===== config.mk =====
export PLATFORM = sky130hd
export DESIGN_NAME = timebase_ctrl
export DESIGN_NICKNAME = d
export VERILOG_FILES = /design/src/rtl/timebase_pkg.sv /design/src/rtl/tb_channel.sv /design/src/rtl/timebase_ctrl.sv
export SDC_FILE = /design/constraint.sdc
export NUM_CORES = 1
export LEC_CHECK = 0
export CAP_MARGIN = 20
export CORE_MARGIN = 4
export CORE_UTILIZATION = 50
export DETAILED_ROUTE_END_ITERATION = 7
export PLACE_DENSITY_LB_ADDON = 0.3
export SLEW_MARGIN = 20
export SYNTH_ARGS = -nofsm -noshare
export SYNTH_HDL_FRONTEND = slang
export SYNTH_SLANG_ARGS = --single-unit

===== constraint.sdc =====
create_clock -name clk -period 3.75 [get_ports clk]
set_input_delay 0.75 -clock clk [delete_from_list [all_inputs] [get_ports clk]]
set_output_delay 0.75 -clock clk [all_outputs]
set_load 0.02 [all_outputs]

===== src/rtl/timebase_pkg.sv =====
// Shared types and defaults for the timebase controller and its channels.
package timebase_pkg;

    localparam int unsigned TB_CLK_DIV_DEFAULT = 100_000;
    localparam int unsigned TB_PW_DEFAULT      = 16;

    typedef enum logic [1:0] {
        ST_STOP = 2'd0,
        ST_RUN  = 2'd1,
        ST_PEND = 2'd2
    } tb_state_e;

endpackage


===== src/rtl/tb_channel.sv =====
// One post-divider channel: period register, base-tick counter and tick pulse.
module tb_channel
    import timebase_pkg::*;
#(
    parameter int unsigned PW = TB_PW_DEFAULT
) (
    input  logic          clk,
    input  logic          rst,
    input  logic          clr,
    input  logic          adv,
    input  logic          load,
    input  logic [PW-1:0] load_period,
    output logic          tick
);

    logic [PW-1:0] period_q, period_d;
    logic [PW-1:0] cnt_q, cnt_d;
    logic          tick_q, tick_d;

    // A zero period never advances, so the counter stays at 0 and no tick fires.
    always_comb begin
        period_d = period_q;
        cnt_d    = cnt_q;
        tick_d   = 1'b0;
        if (clr) begin
            cnt_d = '0;
        end else if (adv && (period_q != '0)) begin
            if (cnt_q == period_q - PW'(1)) begin
                tick_d = 1'b1;
                cnt_d  = '0;
            end else begin
                cnt_d = cnt_q + PW'(1);
            end
        end
        if (load) begin
            period_d = load_period;
            cnt_d    = '0;
        end
    end

    always_ff @(posedge clk) begin
        if (rst) begin
            period_q <= '0;
            cnt_q    <= '0;
            tick_q   <= 1'b0;
        end else begin
            period_q <= period_d;
            cnt_q    <= cnt_d;
            tick_q   <= tick_d;
        end
    end

    assign tick = tick_q;

endmodule


===== src/rtl/timebase_ctrl.sv =====
// Shared prescaler plus NCH post-divider channels with boundary-aligned period writes.
// Optional TIMEBASE_FREEZE_EN adds a freeze input that holds all counting.
module timebase_ctrl
    import timebase_pkg::*;
#(
    parameter int unsigned CLK_DIV = TB_CLK_DIV_DEFAULT,
    parameter int unsigned NCH     = 4,
    parameter int unsigned PW      = TB_PW_DEFAULT,
    localparam int unsigned CHW    = (NCH > 1) ? $clog2(NCH) : 1
) (
    input  logic           clk,
    input  logic           rst,
    input  logic           en,
`ifdef TIMEBASE_FREEZE_EN
    input  logic           freeze,
`endif
    input  logic           cfg_valid,
    output logic           cfg_ready,
    input  logic [CHW-1:0] cfg_ch,
    input  logic [PW-1:0]  cfg_period,
    output logic           base_tick,
    output logic [NCH-1:0] tick,
    output logic           busy
);

    localparam int unsigned PREW = $clog2(CLK_DIV);
    localparam int unsigned LAST = CLK_DIV - 1;

    tb_state_e      state_q, state_d;
    logic [PREW-1:0] pre_q, pre_d, pre_next_c;
    logic           base_tick_q, base_tick_d;
    logic           busy_q, busy_d;
    logic [CHW-1:0] stg_ch_q, stg_ch_d;
    logic [PW-1:0]  stg_period_q, stg_period_d;

    logic           frz_c, accept_c, apply_c, clr_c, adv_c;
    logic [CHW-1:0] apply_ch_c;
    logic [PW-1:0]  apply_period_c;

`ifdef TIMEBASE_FREEZE_EN
    assign frz_c = freeze;
`else
    assign frz_c = 1'b0;
`endif

    assign cfg_ready  = (state_q != ST_PEND);
    assign accept_c   = cfg_valid && cfg_ready;
    assign pre_next_c = (pre_q == PREW'(LAST)) ? '0 : pre_q + PREW'(1);

    // Writes land directly when stopped or stopping; in RUN they are staged and
    // applied on the edge that closes the next base_tick cycle.
    always_comb begin
        state_d        = state_q;
        pre_d          = pre_q;
        stg_ch_d       = stg_ch_q;
        stg_period_d   = stg_period_q;
        apply_c        = 1'b0;
        apply_ch_c     = cfg_ch;
        apply_period_c = cfg_period;
        clr_c          = 1'b0;
        adv_c          = 1'b0;
        unique case (state_q)
            ST_STOP: begin
                pre_d   = '0;
                apply_c = accept_c;
                if (en) state_d = ST_RUN;
            end
            ST_RUN: begin
                if (!en) begin
                    state_d = ST_STOP;
                    pre_d   = '0;
                    clr_c   = 1'b1;
                    apply_c = accept_c;
                end else begin
                    if (!frz_c) begin
                        pre_d = pre_next_c;
                        adv_c = (pre_q == PREW'(LAST));
                    end
                    if (accept_c) begin
                        stg_ch_d     = cfg_ch;
                        stg_period_d = cfg_period;
                        state_d      = ST_PEND;
                    end
                end
            end
            ST_PEND: begin
                apply_ch_c     = stg_ch_q;
                apply_period_c = stg_period_q;
                if (!en) begin
                    state_d = ST_STOP;
                    pre_d   = '0;
                    clr_c   = 1'b1;
                    apply_c = 1'b1;
                end else if (!frz_c) begin
                    pre_d = pre_next_c;
                    adv_c = (pre_q == PREW'(LAST));
                    if (base_tick_q) begin
                        apply_c = 1'b1;
                        state_d = ST_RUN;
                    end
                end
            end
            default: state_d = ST_STOP;
        endcase
        base_tick_d = adv_c;
        busy_d      = (state_d == ST_PEND);
    end

    always_ff @(posedge clk) begin
        if (rst) begin
            state_q      <= ST_STOP;
            pre_q        <= '0;
            base_tick_q  <= 1'b0;
            busy_q       <= 1'b0;
            stg_ch_q     <= '0;
            stg_period_q <= '0;
        end else begin
            state_q      <= state_d;
            pre_q        <= pre_d;
            base_tick_q  <= base_tick_d;
            busy_q       <= busy_d;
            stg_ch_q     <= stg_ch_d;
            stg_period_q <= stg_period_d;
        end
    end

    assign base_tick = base_tick_q;
    assign busy      = busy_q;

    for (genvar i = 0; i < NCH; i++) begin : g_ch
        logic load_c;
        assign load_c = apply_c && (apply_ch_c == CHW'(i));
        tb_channel #(.PW(PW)) u_ch (
            .clk         (clk),
            .rst         (rst),
            .clr         (clr_c),
            .adv         (adv_c),
            .load        (load_c),
            .load_period (apply_period_c),
            .tick        (tick[i])
        );
    end

endmodule

==> flow_summary.ini, run 1 <==
[outcome]
status = finished clean

[setup_path]
crit_path_top_delay_cell = and4_1
reg2reg_depth = 9
rr_startpoint = g_ch[0].u_ch.period_q[0]
path_buf_inv = 1
cp.required_ns = 4.05
timing.rr.end = g_ch[0].u_ch.cnt_q[10]
r2r_slack_ns = 0.63
start_kind = flop
path_delay_family = simple AND/OR/NAND/NOR gates
critPathKind = reg -> reg
crit_path_max_incr_delay_ns = 0.64
cp_num_cells = 9
crit_path_cell_trace = inv_1 -> ha_1 -> nor3b_1 -> nand4_1 -> o21ai_0 -> o31ai_1 -> a2111oi_0 -> and4_1 -> nor3_1
worstSetupEndpointType = flop
arrival_ns = 3.42
crit_fanout = 17

[power]
power.internal_uw = 3320
seq_power_share_pct = 41.8
comb_power_share_pct = 16.1
p_leak_uw = 0.00371
p_clk_share_pct = 42.1
vdd_drop_max_v = 0.000334
switching_share_pct = 28.3
p_per_area_mw_per_mm2 = 437
p_switching_uw = 1310

[clock_network]
cts.sinks = 171
post_cts_resized = 0
post_cts_buffers = 0
cts_buffers = 17
hold_buffers = 0
h-tree-depth = 4
clockBufferDepth = 2
cts_root_buf = clkbuf_16
cts_tree = done
insertion_delay_ns = 0.44
clk_pin_slew_ns = 0.07

[route]
drc = 0
drt_iter0_drc = 701
viasPerCell = 5.86
first_pass_iters = 5
wl_per_cell_um = 16.5
totalWireLength_mm = 23.3
vias = 8302
drtAntennaViolNets = 0

[global_route]
grt.overflow.total = 0
grt_pass1_vias = 7590
grt_use_met2_pct = 34.8
grt_pass1_wl_mm = 38.6
grt_max_degree = 67
track_usage_pct = 21.8
met3_usage_pct = 3.85
gr-usage-met1_pct = 30.3
globalRoute.busiestLayer = met2
antenna_found_initial = 0

[sta]
setup_violations = 0
report.final.hold_viol_count = 0
whs_ns = 0.453
fin_crit_sh_pct = 83.1
setup_tns_ns = 0
fin_skew_ns = 0.0114
relSlewSlack_pct = 36.7
fmax_mhz = 321
fin_crit_ns = 3.12
worst_slew_pin_slew_ns = 0.923
rsz0062_at_grt = no
drv_slew = 0

[floorplan]
ios = 29
die_w_um = 146
rows = 50
die_area_mm2 = 0.0215
die_h_um = 146
core_area_mm2 = 0.0188
start_util_pct = 51.1

[yosys]
synth-seq-cells = 171
synth_top_cell_by_area = dfxtp_1
synthArstFlopShare_pct = 0
syn-cell-area_mm2 = 0.00959
syn-num-nets = 1212
ys_seq_area_share_pct = 35.7
avgSynthCellArea_um2 = 8.15
yosysTopAreaCellShare_pct = 35.7
synthTopCellsByArea = dfxtp_1 36%, xor2_1 6.6%, nor2_1 6.2%
synth_flop_cell = dfxtp_1
synth_edf_count = 0
ys_warn_count = 0
synth_cell_types = 66
syn_inst = 1177

[layout]
fillers = 1746
final_nets = 1204
drive_gt1_share_pct = 5.92
antennaDiodeCount = 0
layout_commonest_cell = dfxtp_1
syn_to_final_growth_pct = 10.7
mostFrequentLayoutCells = 171 x dfxtp_1, 159 x nor2_1, 95 x nand2_1

[placement]
dp.final_hpwl_mm = 16.3
placement.io_buffers = 28
gp_congestion = 0.882

[min_path]
hold_path_class = reg -> reg
hold_path_depth = 2
hold_path_end = stg_period_q[2]
hp-start = stg_period_q[2]

[job]
maxCapViolCount = 0
==> cells by family after synthesis <==
| family | count (synthesis) | share of synthesized area [%] |
|---|---|---|
| DFF | 171 | 35.7 |
| and+or+nand+nor | 526 | 28.0 |
| adders and majority gates | 13 | 1.70 |
| AOI/OAI and AO/OA | 213 | 15.2 |
| muxes | 27 | 2.82 |
| buffers and inverters | 94 | 4.24 |
| xor gates and xnor gates | 133 | 12.3 |
==> state kept, by name (all words and copies together), names as in the netlist, 2 cells and up <==
| signal | cells |
|---|---|
| pre_q | 17 |
| g_ch.u_ch.period_q | 64 |
| g_ch.u_ch.tick | 4 |
| stg_period_q | 16 |
| state_q | 2 |
| g_ch.u_ch.cnt_q | 64 |
| stg_ch_q | 2 |
==> cell usage after synthesis, types with 3 or more instances <==
library cell / count
a41oi_1: 3
a31oi_1: 13
o21ai_0: 32
buf_4: 7
o31ai_1: 5
nand4_1: 27
xor2_1: 72
nor2b_1: 8
or2_2: 4
nor4b_1: 4
nor4_2: 3
xnor2_1: 60
buf_1: 7
mux2i_1: 27
nand3b_1: 8
or3_1: 12
nor4_1: 12
or4_1: 8
buf_6: 3
a211oi_1: 71
nand2b_1: 4
dfxtp_1: 171
ha_1: 13
a21o_1: 3
o21a_1: 9
and2_1: 9
o211ai_1: 6
a211o_1: 7
and4_1: 6
inv_1: 24
a21oi_1: 47
nand3_1: 39
buf_2: 4
and3_1: 27
nor3b_1: 7
nand2_1: 95
clkbuf_1: 49
nor3_1: 77
nor2_1: 159
o2111ai_1: 4
==> worst max path at each step <==
| stage | startpoint | to | slack, ns |
|---|---|---|---|
| finish | g_ch[0].u_ch.period_q[0] | g_ch[0].u_ch.cnt_q[10] | 0.63 |
| global route | g_ch[0].u_ch.period_q[0] | g_ch[0].u_ch.cnt_q[13] | 0.38 |
| CTS | g_ch[0].u_ch.period_q[0] | g_ch[0].u_ch.cnt_q[0] | 0.59 |
| detailed placement | en | g_ch[0].u_ch.cnt_q[7] | 0.49 |
| global placement | en | g_ch[0].u_ch.cnt_q[14] | 0.55 |
| floorplan | g_ch[3].u_ch.period_q[0] | g_ch[3].u_ch.cnt_q[0] | 1.05 |
==> power groups by stage <==
stage | combinational [uW] | sequential [uW] | clock, uW
4_1_cts | 743 | 1940 | 1980
5_1_grt | 830 | 1950 | 2050
2_1_floorplan | 586 | 1950 | 0
3_5_place_dp | 733 | 1980 | 0
3_3_place_gp | 721 | 1980 | 0
6_report | 747 | 1940 | 1950
==> area by class of cell <==
cell class                      instances  area (um^2)  area share (%)
Inverter                               24         90.1           0.849
Multi-Input combinational cell        912         5770            54.4
Timing Repair Buffer                   43          390            3.68
Clock buffer                           18          439            4.14
Clock inverter                         14          208            1.96
Tap cell                              234          293            2.76
Sequential cell                       171         3420            32.3
==> metal layers <==
layer | vias to the layer above | part of all wire (%)
met4 | 0 | 1.6
met3 | 32 | 4.4
met2 | 190 | 47
li1 | 4180 | -
met1 | 3900 | 47
met5 | - | 0
==> through the flow <==
| stage | cells | area [um^2] | util (%) | setup WS (ns) | total power [uW] |
|---|---|---|---|---|---|
| 2_1_floorplan | 1177 | 9590 | - | 1.05 | 2540 |
| 3_3_place_gp | 1384 | 9970 | 53.1 | 0.546 | 2700 |
| 3_5_place_dp | 1384 | 9970 | 53.1 | 0.491 | 2710 |
| 4_1_cts | 1416 | 10600 | 56.6 | 0.593 | 4660 |
| 5_1_grt | 1416 | 10600 | 56.6 | 0.383 | 4830 |
| 6_report | 1416 | 10600 | 56.6 | 0.633 | 4640 |
==> tightest hold or removal path, stage by stage (launching register included) <==
cell	delay [ns]
dfxtp_1	0.31
nand2_1	0.05
a21oi_1	0.05
No activity file was read; power rests on OpenSTA's default activity.
==> run 2, diff against run 1 <==
==> constraint.sdc (replaced) <==
create_clock -name clk -period 3.04 [get_ports clk]
set_input_delay 0.608 -clock clk [delete_from_list [all_inputs] [get_ports clk]]
set_output_delay 0.608 -clock clk [all_outputs]
set_load 0.02 [all_outputs]
==> run 2 against run 1 <==
Die area stayed put. Combinational power is 28% higher. Sequential share of layout area is 0.32 points lower.
==> flow_summary.ini, run 2 (same netlist as run 1, synthesis figures left out) <==
[setup_path]
critPathKind = reg -> reg
start_kind = flop
crit_fanout = 16
arrival_ns = 3.12
worstSetupEndpointType = flop
cp.required_ns = 3.36

[floorplan]
die_h_um = 146
die_w_um = 146
start_util_pct = 51.1
rows = 50
ios = 29
core_area_mm2 = 0.0188
die_area_mm2 = 0.0215

[clock_network]
cts_root_buf = clkbuf_16
insertion_delay_ns = 0.43
cts_buffers = 17
post_cts_buffers = 0
clk_pin_slew_ns = 0.06
h-tree-depth = 4
hold_buffers = 0
clockBufferDepth = 2
cts_tree = done
cts.sinks = 171

[route]
totalWireLength_mm = 23.2
wl_met1_mm = 11.1
wl_per_cell_um = 16.2
drtAntennaViolNets = 0
drt_iter0_drc = 552
wl_met3_um = 766
vias = 8369
route.met2.wl_mm = 10.8
top_layer = met4
drc = 0
first_pass_iters = 5
viasPerCell = 5.82

[layout]
antennaDiodeCount = 0
mostFrequentLayoutCells = 171 x dfxtp_1, 159 x nor2_1, 95 x nand2_1
reg.largest.list = g_ch.u_ch.cnt_q x64, g_ch.u_ch.period_q x64, pre_q x17
final_nets = 1228
fillers = 1736
final_area_mm2 = 0.0107
multi_input_area_mm2 = 0.00577
layout_commonest_cell = dfxtp_1
instances_no_fill = 1437
regArea_mm2 = 0.00342
drive_gt1_share_pct = 7.48
syn_to_final_growth_pct = 11.8
final_core_util_pct = 57.1

[placement]
place_area_mm2 = 0.0102
dp_cells = 1408
gp_congestion = 0.873
place_ws_ns = 0.138
placement.io_buffers = 28
dp.final_hpwl_mm = 16.7

[sta]
relSlewSlack_pct = 44.7
fin_skew_ns = 0.0125
fin_ws_ns = 0.235
fmax_mhz = 356
worst_slew_pin_slew_ns = 0.806
drv_slew = 0
fin_crit_ns = 2.81
fin_crit_sh_pct = 92.3
rsz0062_at_grt = no
setup_tns_ns = 0
report.final.hold_viol_count = 0
setup_violations = 0

[power]
vdd_drop_max_v = 0.000392
p_per_area_mw_per_mm2 = 507
p_switching_uw = 1530
p_clk_share_pct = 38.5
switching_share_pct = 28.1
comb_power_share_pct = 17.6
seq_power_share_pct = 43.9
power.internal_uw = 3910
p_leak_uw = 0.00379

[global_route]
grt_max_degree = 66
antenna_found_initial = 0
track_usage_pct = 21.7
grt_pass1_wl_mm = 38.5
grt_pass1_vias = 7695
grt.overflow.total = 0

[min_path]
hold_path_class = reg -> reg

[outcome]
status = finished clean

[job]
maxCapViolCount = 0
==> run 2: cell types whose count changed in the layout (fill, tap and decap cells not counted), sizes merged <==
cell	delta
bufinv	-2
clkinvlp	-1
clkbuf	+1
inv	-4
clkinv	+3
buf	+24
==> run 2: worst max-delay path, cell delays in order, from the launching register on <==
cell and delay, ns:
dfxtp_1 0.32, inv_1 0.06, ha_1 0.17, nor4b_4 0.46, nand2_1 0.27, xnor2_1 0.19, o211a_1 0.23, a2111o_1 0.44
o31ai_4 0.24, buf_4 0.24, nor2_1 0.08
==> run 2: metrics by stage <==
stage | hold WS (ns) | power [uW]
after floorplan | 0.436 | 3130
after global placement | 0.441 | 3350
after detailed placement | 0.447 | 3370
after CTS | 0.456 | 5470
after global routing | 0.470 | 5670
final | 0.453 | 5430
==> run 2: timing repair <==
item | CTS | global route
setup endpoints to repair | 0 | 16
endpoints found under the hold margin | 0 | 0
gates resized for setup | 0 | 1
==> run 2: worst paths after layout <==
path	start	end	slack (ns)	depth (start not counted)
hold / removal	stg_period_q[11]	stg_period_q[11]	0.45	2
setup reg to reg	g_ch[3].u_ch.period_q[0]	g_ch[3].u_ch.cnt_q[3]	0.23	10
hold reg to reg	stg_period_q[11]	stg_period_q[11]	0.45	2
setup / recovery	g_ch[3].u_ch.period_q[0]	g_ch[3].u_ch.cnt_q[3]	0.23	10
==> run 2: power by group through the flow <==
stage	Combinational [uW]	Clock [uW]	Sequential, uW
6_report	955	2090	2390
5_1_grt	1060	2220	2390
4_1_cts	948	2140	2380
3_5_place_dp	936	0	2430
3_3_place_gp	920	0	2430
2_1_floorplan	722	0	2410
==> run 2: layout make-up <==
class	count	area share (%)
multi-input combinational	912	53.9
sequential	171	31.9
timing repair buffer	67	5.44
clock buffer	19	4.04
tap	234	2.73
clock inverter	10	1.14
inverter	24	0.840
==> run 2: per-layer routing <==
layer / vias to the layer above / global-route usage, %
li1: 4231 / -
met1: 3940 / 29.6
met2: 160 / 34.7
met3: 38 / 3.38
met4: 0 / 8.14
met5: - / 0
